===== src/rtl/phys_free_list_pkg.sv =====
// Shared rename definitions: physical register sizing, prd and free-list pointer types.
// Latency: n/a (types, constants and a pure helper function only).
// Backpressure: n/a.
package phys_free_list_pkg;

    localparam int REG_SIZE       = 64;
    localparam int REG_SIZE_WIDTH = 6;

    // Physical register address.
    typedef logic [REG_SIZE_WIDTH-1:0] preg_t;

    // Free-list pointer: array index plus one wrap bit.
    typedef logic [REG_SIZE_WIDTH:0] fl_ptr_t;

    // P0 is hardwired and never enters or leaves the free list.
    localparam preg_t PREG_ZERO = '0;

    function automatic fl_ptr_t fl_ptr_inc(input fl_ptr_t ptr);
        return ptr + fl_ptr_t'(1);
    endfunction

endpackage


===== src/rtl/phys_free_list.sv =====
// Rename free list of physical registers with speculative/architectural heads for flush recovery.
// Latency: alloc_preg is combinational from state; a released prd is allocatable the cycle after release.
// Backpressure: alloc_ready=0 when no free prd; alloc_req while not ready is ignored (rename stalls).
//
// Ports:
//   clk, reset            clock, asynchronous active-high reset
//   alloc_req             rename wants one prd this cycle
//   alloc_ready/preg      a free prd is offered / the prd offered
//   commit_alloc_valid    a retiring instruction had allocated a prd (advances arch head)
//   release_valid/preg    commit returns one prd (old mapping of retiring rd)
//   flush                 restore speculative head from architectural head
//   free_count, empty     entries between speculative head and tail
//
// Build option: define FREELIST_BYPASS_EN to forward a same-cycle release straight to
// alloc_preg while the list is empty.
module phys_free_list
    import phys_free_list_pkg::*;
(
    input  logic                      clk,
    input  logic                      reset,
    input  logic                      alloc_req,
    output logic                      alloc_ready,
    output logic [REG_SIZE_WIDTH-1:0] alloc_preg,
    input  logic                      commit_alloc_valid,
    input  logic                      release_valid,
    input  logic [REG_SIZE_WIDTH-1:0] release_preg,
    input  logic                      flush,
    output logic [REG_SIZE_WIDTH:0]   free_count,
    output logic                      empty
);

    preg_t   entry [REG_SIZE];
    fl_ptr_t spec_head;
    fl_ptr_t arch_head;
    fl_ptr_t tail;

    fl_ptr_t arch_head_next;
    fl_ptr_t spec_head_next;
    logic    release_ok;
    logic    commit_ok;
    logic    alloc_fire;

    assign free_count = tail - spec_head;
    assign empty      = (free_count == '0);

    // The array can hold at most REG_SIZE-1 prds counted from the architectural head;
    // anything beyond that is an upstream double free and is discarded.
    assign release_ok = release_valid && (release_preg != PREG_ZERO)
                        && ((tail - arch_head) != fl_ptr_t'(REG_SIZE - 1));

    // The architectural head may only consume entries rename has already handed out.
    assign commit_ok      = commit_alloc_valid && (arch_head != spec_head);
    assign arch_head_next = commit_ok ? fl_ptr_inc(arch_head) : arch_head;

`ifdef FREELIST_BYPASS_EN
    logic bypass;

    // While empty, spec_head == tail, so the forwarded prd is the same entry that the
    // release writes this cycle; advancing both pointers keeps the array consistent.
    assign bypass      = empty && release_ok;
    assign alloc_ready = !empty || bypass;
    assign alloc_preg  = bypass ? release_preg : entry[spec_head[REG_SIZE_WIDTH-1:0]];
`else
    assign alloc_ready = !empty;
    assign alloc_preg  = entry[spec_head[REG_SIZE_WIDTH-1:0]];
`endif

    assign alloc_fire = alloc_req && alloc_ready && !flush;

    always_comb begin
        spec_head_next = spec_head;
        if (flush) begin
            spec_head_next = arch_head_next;
        end else if (alloc_fire) begin
            spec_head_next = fl_ptr_inc(spec_head);
        end
    end

    always_ff @(posedge clk or posedge reset) begin
        if (reset) begin
            // Entries hold prds 1..REG_SIZE-1; the last slot is unused and parked at P0.
            for (int i = 0; i < REG_SIZE; i++) begin
                entry[i] <= (i == REG_SIZE - 1) ? PREG_ZERO : preg_t'(i + 1);
            end
            spec_head <= '0;
            arch_head <= '0;
            tail      <= fl_ptr_t'(REG_SIZE - 1);
        end else begin
            if (release_ok) begin
                entry[tail[REG_SIZE_WIDTH-1:0]] <= release_preg;
                tail                            <= fl_ptr_inc(tail);
            end
            arch_head <= arch_head_next;
            spec_head <= spec_head_next;
        end
    end

endmodule


===== config.mk =====
export PLATFORM = sky130hd
export DESIGN_NAME = phys_free_list
export DESIGN_NICKNAME = d
export VERILOG_FILES = /design/src/rtl/phys_free_list_pkg.sv /design/src/rtl/phys_free_list.sv
export SDC_FILE = /design/constraint.sdc
export NUM_CORES = 1
export LEC_CHECK = 0
export ABC_CLOCK_PERIOD_IN_PS = 17600
export CORE_MARGIN = 5
export CORE_UTILIZATION = 38
export DETAILED_ROUTE_END_ITERATION = 16
export HOLD_SLACK_MARGIN = 0.06
export SLEW_MARGIN = 10
export SYNTH_ARGS = -nofsm -noshare
export SYNTH_HDL_FRONTEND = slang
export SYNTH_SLANG_ARGS = --single-unit

===== constraint.sdc =====
create_clock -name clk -period 17.6 [get_ports clk]
set_input_delay 3.52 -clock clk [delete_from_list [all_inputs] [get_ports clk]]
set_output_delay 3.52 -clock clk [all_outputs]
set_load 0.02 [all_outputs]

After elaboration in Yosys (flattened, before gate mapping)
Index checks and enable logic that the tools add are counted.
- register bits: 405
- latch bits: 0
- RAM bits: 0
- ROM bits: 0
- input bits: 12
- output and inout port bits: 15
- logic and storage cells: 99
- memories kept: 0
- add/sub/neg operators: 5
- multiply operators: 0
- div/mod/pow operators: 0
- $lt $le $gt $ge: 3
- eq/ne operators: 2
- shift operators: 0
- mux-type cells: 9
- bitwise logic cells: 2
- reduce and logical (&&, ||, !) cells: 11
- operators with widths (cell ; count):
    384-bit bitwise mux ; 1
    6-bit binary-select mux with 6-bit select ; 1
    6-bit demux with 6-bit select ; 1
    7-bit by 1-bit adder with 7-bit output (second input constant) ; 3
    7-bit 2-to-1 mux ; 3
    6-bit 2-to-1 mux ; 3
    7-bit >= comparator (second input constant) ; 2
    6-bit NOT with 7-bit output ; 2
    7-bit subtractor ; 2
    7-bit zero test ; 1
    7-bit by 1-bit < comparator with 1-bit output (second input constant) ; 1
    7-bit by 6-bit != test with 1-bit output (second input constant) ; 1
    7-bit != test ; 1
    1-bit logical AND ; 6
    6-bit nonzero test ; 1
    1-bit zero test ; 2
    2-bit nonzero test ; 1

Longest topological paths before layout
Gate-level depths: netlist of the first run.
- depth in word-level cells: 7
- mapped depth: 12
- mapped depth without buffers: 11

Least setup slack after synthesis of the first run
No wires, ideal clock.
- kind: register -> output
- start: reg spec_head[2]
- end: out empty
- arrival time: 3.230 ns
- data required time: 14.080 ns
- path slack: 10.850 ns
- stages on the path, launching flop included: 11
- path buffers: 2
- path through: dfrtp_1 > clkbuf_1 > buf_1 > inv_1 > ha_1 > o21ai_0 > a2111oi_0 > a211o_1 > or4b_1 > or2_2 > inv_1
- cells in the longest elaborated chain, start to end: 2
- ends and longest elaborated chain (item ; line ; source):
    start, declared ; phys_free_list.sv:33 ; fl_ptr_t spec_head;
    start signal, assigned ; phys_free_list.sv:94 ; spec_head <= spec_head_next;
    7-bit subtractor ; phys_free_list.sv:43 ; assign free_count = tail - spec_head;
    via free_count[5] ; phys_free_list.sv:28 ; output logic [REG_SIZE_WIDTH:0] free_count,
    7-bit zero test ; phys_free_list.sv:44 ; assign empty = (free_count == '0);
    end, declared ; phys_free_list.sv:29 ; output logic empty
The timed path passes the listed nets, and every way through them passes these cells.

Worst setup path in the final report of the first run
- start: reg spec_head[0]
- end: out alloc_preg[0]
- cells in the longest elaborated chain, start to end: 4
- ends and longest elaborated chain (item ; line ; source):
    6-bit NOT with 7-bit output (not written as such) ; phys_free_list.sv:65 ; assign alloc_preg = entry[spec_head[REG_SIZE_WIDTH-1:0]];
    6-bit binary-select mux with 6-bit select ; phys_free_list.sv:65 ;
    6-bit 2-to-1 mux (not written as such) (2 in a row) ; phys_free_list.sv:65 ;
    end, declared ; phys_free_list.sv:23 ; output logic [REG_SIZE_WIDTH-1:0] alloc_preg,
Every way passes these cells. The select of a mux whose other input is x is not followed.

==> flow_results.org, run 1 <==
** Run status
- The flow ran to the end, and the final reports show no timing, DRC or antenna violations.

** Clock network
- TritonCTS built the clock tree.
- Clock tree synthesis inserted a total of 45 buffers.
- Max Root-Sink Buffers :: 3
- Clock latency on the worst-skew pair, taken at its later pin, is between 0.5 and 0.6 ns.
- Clock-pin slew was measured on the worst setup and hold paths at roughly 0.06 ns.
- Root buffer cell :: sky130_fd_sc_hd__clkbuf_16
- In this run the number of H-tree levels came out at 2.
- For this design, the CTS-stage hold fixing added 0 buffers.
- Post-CTS resize count :: 0
- Setup fix buffers added after clock tree synthesis :: 0
- Counting every sink on the clock net gives 405.

** Synth
- The cell area that synthesis handed to floorplanning was 19400 sq um.
- Most common cell in the netlist :: sky130_fd_sc_hd__mux2_2
- A synthesized cell averages between 15 and 20 sq um.
- Warning count from the yosys run :: 0
- Post-Syn Nets :: about 1300
- Most numerous cell types in the synthesized netlist :: sky130_fd_sc_hd__mux2_2 (378), sky130_fd_sc_hd__dfrtp_1 (207), sky130_fd_sc_hd__dfstp_2 (198), sky130_fd_sc_hd__mux4_2 (126), sky130_fd_sc_hd__clkbuf_1 (66)
- The netlist uses 52 different library cells.
- In this run, synthesis inferred 0 flip-flops with an integrated enable.
- Share of the yosys chip area belonging to registers :: ~54%
- For this run, asynchronously set or reset flops after synthesis account for 100%.
- Proportion of netlist area held by the largest area contributor :: a little over a quarter
- Library cell occupying the most area in the post-synthesis netlist :: sky130_fd_sc_hd__dfstp_2
- Most common flop cell mapped by yosys :: sky130_fd_sc_hd__dfrtp_1
- Ranked by total cell area, the synthesized netlist is headed by sky130_fd_sc_hd__dfstp_2 (27%), sky130_fd_sc_hd__dfrtp_1 (27%), sky130_fd_sc_hd__mux2_2 (22%).
- Number of flip-flops and latches in the synthesized netlist :: 405
- Mapped Cells :: 1238

** Setup path
- Along the worst path, the maximum fanout reaches 36.
- WP data arrival :: approximately 4.5 ns
- The worst setup path is captured at a primary output.
- For the worst setup path, the data required time is about 14 ns.
- Startpoint class of the critical path :: flip-flop
- Setup CP Type :: flip-flop to primary output

** Pwr
- Net switching is between 30% and 40% of the power.
- The internal power of the cells totals 2.49 mW.
- Combinational cells account for about a third of the total power.
- Clock network power share :: between 20% and 30%
- Switching pwr :: between 1 and 1.5 mW
- Sequential power share :: between 40% and 50%
- In this run the power density over the cells is 168 nW/um^2.
- Summed over all cells, the static leakage comes to roughly 9.2 nW.
- Across the VDD grid, the largest voltage drop is around 0.00008 V.

** Placed design
- Counting tap cells, the placed design contains a total of 1864 instances.
- HPWL after detailed placement :: 28600 microns
- Buffers placed on the I/O ports in this run total 26.
- Final weighted congestion of routability-driven global placement :: a little under 0.8

** Route
- Vias per cell :: about 5.5
- Sum of routed wire length over all layers :: 46300 microns
- Dividing the detail-routed wire length by the instance count gives 23.8 microns.
- The first detailed-routing pass ran for 5 iterations.
- Iter 0 DRT Violations :: 595
- The routed layout has 10600 vias.
- The count of nets left with antenna violations once routing finished came out at 0.
- Drt drc :: 0

** Global routing
- Pin count of the biggest net entering global routing :: between 100 and 150
- Global routing used around 17% of the available tracks across all layers.
- Vias in the first global route :: ~11000
- The initial antenna violation count came to 0.
- First-pass GRT wire length :: 72200 microns
- Remaining Overflow, GRT :: 0

** STA
- Relative max-transition margin :: ~30%
- For the pin with the worst max-slew slack, the measured transition is between 1 and 1.5 ns.
- Share of the cycle needed by the critical path after routing :: 45.5%
- Pins Over Slew Limit :: 0
- Number of hold-slack violations in the final timing report :: 0
- On the final layout, the worst clock skew is about 0.019 ns.
- Number of endpoints failing setup at the final stage :: 0
- Based on the critical path, the design can be clocked at up to about 0.12 GHz.
- The clock period could shrink to 8.01 ns.
- Summed over all failing endpoints, the final setup total negative slack is 0 ns.
- Setup repair after global routing left no endpoint under its margin.

** Layout
- The area growth from synthesis to layout is 12.0%.
- Excluding fillers, the count of instances in the completed layout stands at 1946.
- # diodes :: 0
- Fraction of final layout cells with drive strength greater than 1 :: between 60% and 70%
- Post-layout nets :: between 1000 and 1500

** Die
- For this configuration, the core starts out at a cell density of between 30 and 40%.
- Die X :: about 240 microns
- Total die area :: 55600 sq um
- Cell row count :: 82
- Core Box Area :: between 50000 and 60000 sq um
- 27 I/O pins were placed.
- In this run the vertical extent of the chip is about 240 microns.

** Min path
- In this run the worst hold path is classified as flip-flop to flip-flop.

** Run
- Across the run, the number of max-cap violations was 0.
## kinds of logic (layout without fill, tap and decap cells)
kind of cell	Yosys count	after routing	share of synthesized area [%]
compound gates	31	31	1.03
xor+xnor	32	32	1.45
fa+ha+maj	17	17	1.18
buf+inv	105	141	2.20
flops	405	405	53.6
mux	511	511	37.0
simple gates	137	137	3.53
## routing by layer
metal	wire length [microns]	share of wire (%)	global-route usage, %	up-vias
met2	22700	49	27.3	186
met1	20500	44	23.0	5737
met3	2020	4.4	3.11	71
met4	1050	2.3	4.80	0
li1	-	-	-	4614
met5	0	0	0	-
## area by class of cell
| cell class | count | area [sq um] |
|---|---|---|
| clock inverters | 9 | 77.6 |
| repair buffers | 40 | 348 |
| well taps | 672 | 841 |
| clock buffers | 73 | 1390 |
| inverters | 19 | 78.8 |
| flip-flops and latches | 405 | 10400 |
| fillers | 4503 | 28600 |
| multi-input cells | 728 | 8560 |
## path summary, 6_finish.rpt
| path | start | to | slack [ns] | cells past startpoint |
|---|---|---|---|---|
| max in group asynchronous | reset | spec_head[1] | 11.74 | 4 |
| min | entry[43] | entry[43] | 0.49 | 1 |
| min reg2reg | entry[43] | entry[43] | 0.49 | 1 |
| max reg2reg | tail[0] | entry[209] | 13.06 | 9 |
| min in group asynchronous | reset | entry[288] | 3.49 | 2 |
| max | spec_head[0] | alloc_preg[0] | 9.59 | 5 |
## through the flow
step	hold slack, ns	instance area [sq um]	utilization (%)	setup slack (ns)	total power, mW
4_1_cts	0.494	21700	43.1	9.47	3.68
2_1_floorplan	0.459	19400	-	3.14	2.35
3_3_place_gp	0.473	20200	40.2	10.11	2.71
3_5_place_dp	0.480	20200	40.2	10.10	2.73
6_report	0.490	21700	43.1	9.59	3.64
5_1_grt	0.509	21700	43.1	9.37	3.83
## state kept, by name, summed over array words and instances (netlist names)
register	count
arch_head	7
tail	7
entry	384
spec_head	7
## power by group through the flow
stage / Sequential (mW) / Combinational (mW) / Clock, mW
6_report: 1.50 / 1.21 / 0.933
5_1_grt: 1.54 / 1.30 / 0.993
4_1_cts: 1.50 / 1.22 / 0.959
3_5_place_dp: 1.52 / 1.22 / 0
3_3_place_gp: 1.51 / 1.20 / 0
2_1_floorplan: 1.38 / 0.967 / 0
## cell usage in the layout, fill, tap and decap left out, drive strengths merged, types with 5 or more instances in the layout
cell type        n
mux2           384
dfrtp          207
dfstp          198
mux4           126
clkbuf          73
nand2           58
nor2            31
inv             21
xnor2           20
clkdlybuf4s50   20
buf             20
ha              15
o21ai           14
xor2            12
clkinv           6
nor2b            5
and3             5
nand3            5
nand4            5
## worst max-delay path, stage by stage (launching register included)
cell                              delay (ns)
sky130_fd_sc_hd__dfrtp_4                0.87
sky130_fd_sc_hd__buf_4                  0.71
sky130_fd_sc_hd__mux4_2                 0.59
sky130_fd_sc_hd__mux4_2                 0.53
sky130_fd_sc_hd__mux4_2                 0.55
sky130_fd_sc_hd__clkdlybuf4s50_1        0.57
Power figures use the tool's default switching activity.
==> inputs of run 2 (changes only) <==
Settings changed: ABC_CLOCK_PERIOD_IN_PS 17600 to 7190.
Clock period 17.6 ns to 7.19 ns, I/O delays scaled along.
==> flow_results.org, run 2 (synthesis gave the netlist of run 1 again) <==
** Run status
- Run status :: finished, final reports clean

** STA
- Worst-case clock skew :: between 0.02 and 0.025 ns
- The final critical path takes up 80.4% of the cycle.
- Post-layout minimum cycle time :: between 5 and 6 ns
- Max Freq :: between 0.15 and 0.2 GHz
- Final Worst Setup Slack :: approximately 1.4 ns
- Setup repair after global routing missed its margin :: false
- Number of hold-slack violations in the final timing report :: 0
- Adding up every negative setup slack in the final design gives 0 ns.
- For the pin with the worst max-slew slack, the measured transition is 0.990 ns.
- Relative max-transition margin :: roughly a third
- Setup violations remaining at the end of the flow were counted as 0.
- The max-slew violation count is 0.

** Clock network
- The longest clock path from root to sink contains 3 buffers.
- After clock tree synthesis, the setup repair step added 0 buffers.
- Clock tree from TritonCTS :: built
- Cts-stage hold buffer count :: 0
- Clock Latency Late Sink :: between 0.5 and 0.6 ns
- Inserted Clock Buffers :: 44
- Clock-pin slew was measured on the worst setup and hold paths at approximately 0.060 ns.
- Number of sinks on the clock net :: a little over 400
- Post-CTS repair changed the size of 0 cells.
- The H-tree was split into 2 levels.
- Root buffer cell :: sky130_fd_sc_hd__clkbuf_16

** Setup path
- STA classifies the critical path startpoint as a flip-flop.
- The slowest stage of the critical path is the sky130_fd_sc_hd__dfrtp_4 cell.
- Crit-path most repeated cell :: sky130_fd_sc_hd__inv_1
- Setup CP Type :: flip-flop to primary output
- Data on the critical path is required at its endpoint by roughly 5.8 ns.
- Walking the worst path, the cells encountered are ha_1 > inv_1 > fa_1 > a211oi_1 > nor2_1 > xnor2_1 > or4b_1 > or2_2 > inv_1 > clkdlybuf4s50_1.
- Data on the critical path arrives at its endpoint at 4.35 ns.
- Worst R2R Path Depth :: 9
- STA classifies the critical path endpoint as a primary output.
- The worst register-to-register path begins at tail[0].
- CP max stage delay :: 0.91 ns
- Capture point of the worst reg-to-reg path :: entry[108]
- Along the worst path, the maximum fanout reaches 33.
- The setup check on the worst reg-to-reg path leaves a slack of around 2.8 ns.

** Layout
- Post-layout nets :: 1269
- Counting the fill cells in the layout gives ~4500.
- The multi-input combinational cells in the finished layout cover a total of 8560 sq um.
- 0 antenna diodes ended up in the layout.
- The register with the most flip-flops in the layout has 384 of them.
- Fraction of final layout cells with drive strength greater than 1 :: 63.1%
- Leading cell types in the layout, fill and taps excluded :: sky130_fd_sc_hd__mux2_2 (378), sky130_fd_sc_hd__dfrtp_1 (205), sky130_fd_sc_hd__dfstp_2 (198)
- Sequential cell area in the final layout :: slightly above 10000 sq um
- Most frequent standard cell in the layout excluding fill and tap cells :: sky130_fd_sc_hd__mux2_2
- Relative to the synthesized area, the layout overhead comes to 12.0%.
- Top register by number of flip-flops :: entry

** Die
- From left edge to right edge, the die measures 236 microns.
- In this run the standard cell core region covers about 50000 sq um.
- The die covers between 50000 and 60000 sq um.
- Cell row count :: 82
- Number of top-level pins :: 27
- Die H :: approximately 240 microns
- For this configuration, the core starts out at a cell density of between 30% and 40%.

** Pwr
- Internal power comes to a little over 6 mW.
- Sequential power share :: about 40%
- For this design the static power due to leakage is ~9 nW.
- Combinational fraction of design power :: 34.0%
- Power Dens Cells :: 412 nW/um^2
- Peak VDD IR :: 0.000204 V
- The clock network burns 25.2% of the power.
- Switching share of total power :: a little under a third
- Summed over all nets, the switching power comes to roughly 2.9 mW.

** Min path
- In this run the worst hold path is classified as flip-flop to flip-flop.
- Start point of the worst hold path :: entry[43]
- Counting instances, the worst hold path has a depth of 1.
- Worst Hold Path EP :: entry[43]

** Global routing
- The first global-routing pass estimated 71700 microns of wire.
- For this run, the total global-route usage over all layers was measured as 16.5%.
- Pin count of the biggest net entering global routing :: 178
- The initial antenna violation count was 3.
- Remaining Overflow, GRT :: 0
- Vias in the first global route :: 11200

** Route
- Before antenna repair, the detailed router went through 4 iterations.
- After detailed routing, the average wire length per cell comes to between 20 and 25 microns.
- Post-route ant nets :: 0
- After detailed routing, the number of remaining DRC violations is 0.
- Vias per cell :: 5.44
- Summing over every cut layer, the via total after detailed routing is 10600.
- Sum of routed wire length over all layers :: around 46000 microns
- Iter 0 DRT Violations :: between 600 and 700

** Placed design
- Final weighted congestion of routability-driven global placement :: 0.751
- After legalization and detailed placement, the total HPWL measured 28700 microns.
- Timing analysis after detailed placement gives a worst setup slack of 1.92 ns.
- Input/output buffers :: 26

** Run
- The tool flagged a number of max-cap violations equal to 0.
[run 2: cell type report]
type / instances / share of cell area [%]
clock buffers: 69 / 6.07
clock inverters: 12 / 0.559
inverters: 19 / 0.346
multi-input cells: 728 / 39.5
flip-flops and latches: 405 / 47.9
well taps: 672 / 3.88
repair buffers: 42 / 1.79
[run 2: per-layer routing]
layer / part of all wire, % / GRT usage, % / up-vias
li1: - / - / 4603
met1: 46 / 23.9 / 5728
met2: 48 / 26.7 / 202
met3: 4.4 / 2.56 / 56
met4: 1.7 / 3.48 / 0
met5: 0 / 0 / -
[run 2: worst max-delay path by stage]
stage / slack (ns) / cells after the start / to / from
6_report: 1.41 / 10 / empty / spec_head[0]
3_3_place_gp: 1.93 / 10 / empty / spec_head[0]
2_1_floorplan: 0.46 / 1 / arch_head[0] / reset
3_5_place_dp: 1.92 / 10 / empty / spec_head[0]
4_1_cts: 1.33 / 10 / empty / spec_head[0]
5_1_grt: 1.08 / 10 / empty / spec_head[0]
[run 2: worst max-delay path, delay by kind of cell (launching register included)]
family / cells / cell delay [ns]
AND/OR/NAND/NOR: 3 / 1.04
flip-flops: 1 / 0.91
buffers and inverters: 3 / 0.70
adder cells (fa/ha/maj): 2 / 0.68
AO/OA/AOI/OAI: 1 / 0.30
XOR/XNOR: 1 / 0.14
[run 2: power groups by stage]
stage / Combinational [mW] / Clock [mW] / Sequential (mW)
2_1_floorplan: 2.37 / 0 / 3.38
3_3_place_gp: 3.03 / 0 / 3.66
3_5_place_dp: 3.07 / 0 / 3.68
4_1_cts: 3.08 / 2.31 / 3.65
5_1_grt: 3.26 / 2.40 / 3.74
6_report: 3.03 / 2.25 / 3.64
[run 2: metrics by stage]
stage	utilization (%)	total power, mW	instance area, sq um	hold slack (ns)	cells
after detailed placement	40.3	6.75	20300	0.488	1866
after CTS	43.2	9.04	21700	0.496	1947
after global placement	40.3	6.69	20300	0.479	1866
after global routing	43.2	9.40	21700	0.511	1947
after floorplan	-	5.75	19400	0.459	1238
final	43.2	8.93	21700	0.497	1947
==> inputs of run 3 (changes only) <==
Settings changed: ABC_CLOCK_PERIOD_IN_PS 7190 to 5990.
Clock period 7.19 ns to 5.99 ns, I/O delays scaled along.
==> flow_results.org, run 3 (synthesis gave the netlist of run 1 again) <==
** Layout
- Top register by number of flip-flops :: entry
- The register with the most flip-flops in the layout has 384 of them.
- Leading cell types in the layout, fill and taps excluded :: sky130_fd_sc_hd__mux2_2 (378), sky130_fd_sc_hd__dfrtp_1 (205), sky130_fd_sc_hd__dfstp_2 (198)
- The library cell used most frequently in the layout, excluding fill and tap cells, is sky130_fd_sc_hd__mux2_2.
- # diodes :: 0
- Final Core Density :: about 43%
- For this run, the number of standard cells in the final layout without fillers is just under 2000.
- The post-route netlist has between 60 and 70% of its cells at a drive strength greater than 1.
- Post-layout nets :: about 1300
- Post-synthesis to final-layout area growth :: 12.4%

** Clock network
- Cts-stage hold buffer count :: 0
- At the later pin of the worst-skew pair, clock insertion delay measures around 0.57 ns.
- CTS H-tree depth :: 2
- TritonCTS built the clock tree.
- Number of sinks on the clock net :: 405
- After clock tree synthesis, the clock-pin slew on the worst setup and hold paths is 0.06 ns.
- Once the clock tree was built, the resizer swapped 0 gates to a different size.
- The clock passes through at most 3 buffers.
- Setup fix buffers added after clock tree synthesis :: 0
- Root buffer cell :: sky130_fd_sc_hd__clkbuf_16
- Buffers inserted during clock tree synthesis total 43.

** Route
- Drt drc :: 0
- Iter 0 DRT Violations :: around 630
- Once detail routing completed, the nets flagged for antenna violations numbered 0.
- The first TritonRoute pass finished after 6 iterations.
- Vias per cell :: about 5.5
- Routed wire length per instance :: around 24 microns
- Detailed-route via count :: 10700
- For this block, the routed nets add up to ~47000 microns of wire.

** Pwr
- The analysis attributes to cell leakage a power of ~9 nW.
- In this run the power density over the cells is slightly below 500 nW/um^2.
- Post-layout power :: about 11 mW
- Switching share of total power :: 31.7%
- The share of total power dissipated in the clock network is approximately a quarter.
- Of the total power, combinational logic draws a little over a third.
- Switching pwr :: approximately 3.4 mW
- Sequential power share :: about two fifths
- Cell-internal power :: roughly 7.3 mW
- Peak VDD IR :: about 0.00027 V

** STA
- Adding up every negative setup slack in the final design gives 0 ns.
- Number of hold-slack violations in the final timing report :: 0
- Measured against its own limit, the worst slew margin works out to 31.5%.
- Counting I/O delays and the setup requirement, the final critical path takes approximately 5.2 ns.
- Setup violations remaining at the end of the flow were counted as 0.
- Based on the critical path, the design can be clocked at up to about 0.19 GHz.
- Dividing the final minimum period by the clock period gives a little under 90%.
- For the pin with the worst max-slew slack, the measured transition is just over 1 ns.
- Pins Over Slew Limit :: 0
- Setup repair after global routing missed its margin :: false
- Worst-case clock skew :: ~0.028 ns

** Die
- Number of top-level pins :: 27
- Cell row count :: between 80 and 90
- The die is around 240 microns wide.
- The floorplan step defined a core boundary enclosing slightly above 50000 sq um.
- Die H :: roughly 240 microns
- The die covers between 50000 and 60000 sq um.
- Once the floorplan was initialized, standard cells occupied between 30% and 40% of the core.

** Global routing
- Vias in the first global route :: 11400
- Entering global routing, the biggest net connects about 170 pins.
- Antenna violations before repair :: 2
- The total overflow left after global routing is 0.
- In the global route stage, overall resource usage came out at between 15 and 20%.
- First-pass GRT wire length :: around 73000 microns

** Setup path
- The worst setup path is launched from a flip-flop.
- WP data arrival :: roughly 4.0 ns
- Critical-path maximum fanout :: 18
- Req. time, crit path :: 4.79 ns
- The critical path is of the flip-flop to primary output type.
- Critical path endpoint category :: primary output

** Run
- Max-cap violations in this run came to 0.

** Placed design
- After legalization and detailed placement, the total HPWL measured 28600 microns.
- Number of placed instances, taps included :: around 1900
- Input/output buffers :: 26
- Final weighted congestion of routability-driven global placement :: 0.777

** Run status
- The run finished with clean final reports.

** Min path
- Min-delay worst type :: flip-flop to flip-flop
run 3: cell count changes in the layout (fill, tap and decap cells not counted), sizes merged:
cell,delta
inv,-2
buf,+10
bufinv,+1
clkinv,-1
clkbuf,+1
run 3: critical path, stage by stage, from the launching register on:
cell	delay [ns]
sky130_fd_sc_hd__dfrtp_4	0.68
sky130_fd_sc_hd__ha_1	0.24
sky130_fd_sc_hd__inv_1	0.05
sky130_fd_sc_hd__fa_1	0.40
sky130_fd_sc_hd__a211oi_1	0.29
sky130_fd_sc_hd__nor2_1	0.10
sky130_fd_sc_hd__xnor2_1	0.14
sky130_fd_sc_hd__or4b_1	0.60
sky130_fd_sc_hd__or2_2	0.32
sky130_fd_sc_hd__inv_1	0.05
sky130_fd_sc_hd__clkdlybuf4s50_1	0.59
run 3: final timing paths:
path | start | endpoint | slack [ns] | cells after the start
max in group asynchronous | reset | spec_head[1] | 3.55 | 3
hold reg to reg | entry[44] | entry[44] | 0.49 | 1
min in group asynchronous | reset | entry[4] | 1.04 | 2
hold / removal | entry[44] | entry[44] | 0.49 | 1
setup / recovery | spec_head[0] | empty | 0.75 | 10
setup reg to reg | tail[0] | entry[364] | 1.87 | 9
run 3: layer usage:
layer,GRT usage (%),share of wire (%),vias up
li1,-,-,4637
met1,23.3,44,5857
met2,27.5,49,172
met3,3.46,4.3,64
met4,4.38,2.2,2
met5,0,0.028,-
run 3: stage by stage:
step / setup WS, ns / hold WS, ns / instance area (sq um)
after floorplan: -0.502 / 0.459 / 19400
after global placement: 1.24 / 0.477 / 20300
after detailed placement: 1.29 / 0.483 / 20300
after CTS: 0.668 / 0.498 / 21800
after global routing: 0.464 / 0.512 / 21800
final: 0.751 / 0.492 / 21800
run 3: layout make-up:
cell class	instances	area (sq um)
Sequential cell	405	10400
Tap cell	672	841
Fill cell	4461	28500
Clock buffer	70	1290
Clock inverter	10	140
Multi-Input combinational cell	728	8560
Inverter	19	75.1
Timing Repair Buffer	52	475
run 3: power by group through the flow:
stage               clock [mW]  sequential [mW]  combinational (mW)
global placement             0             4.30                3.72
floorplan                    0             4.06                2.84
detailed placement           0             4.32                3.78
CTS                       2.79             4.28                3.79
global route              2.88             4.39                4.03
finish                    2.71             4.28                3.74
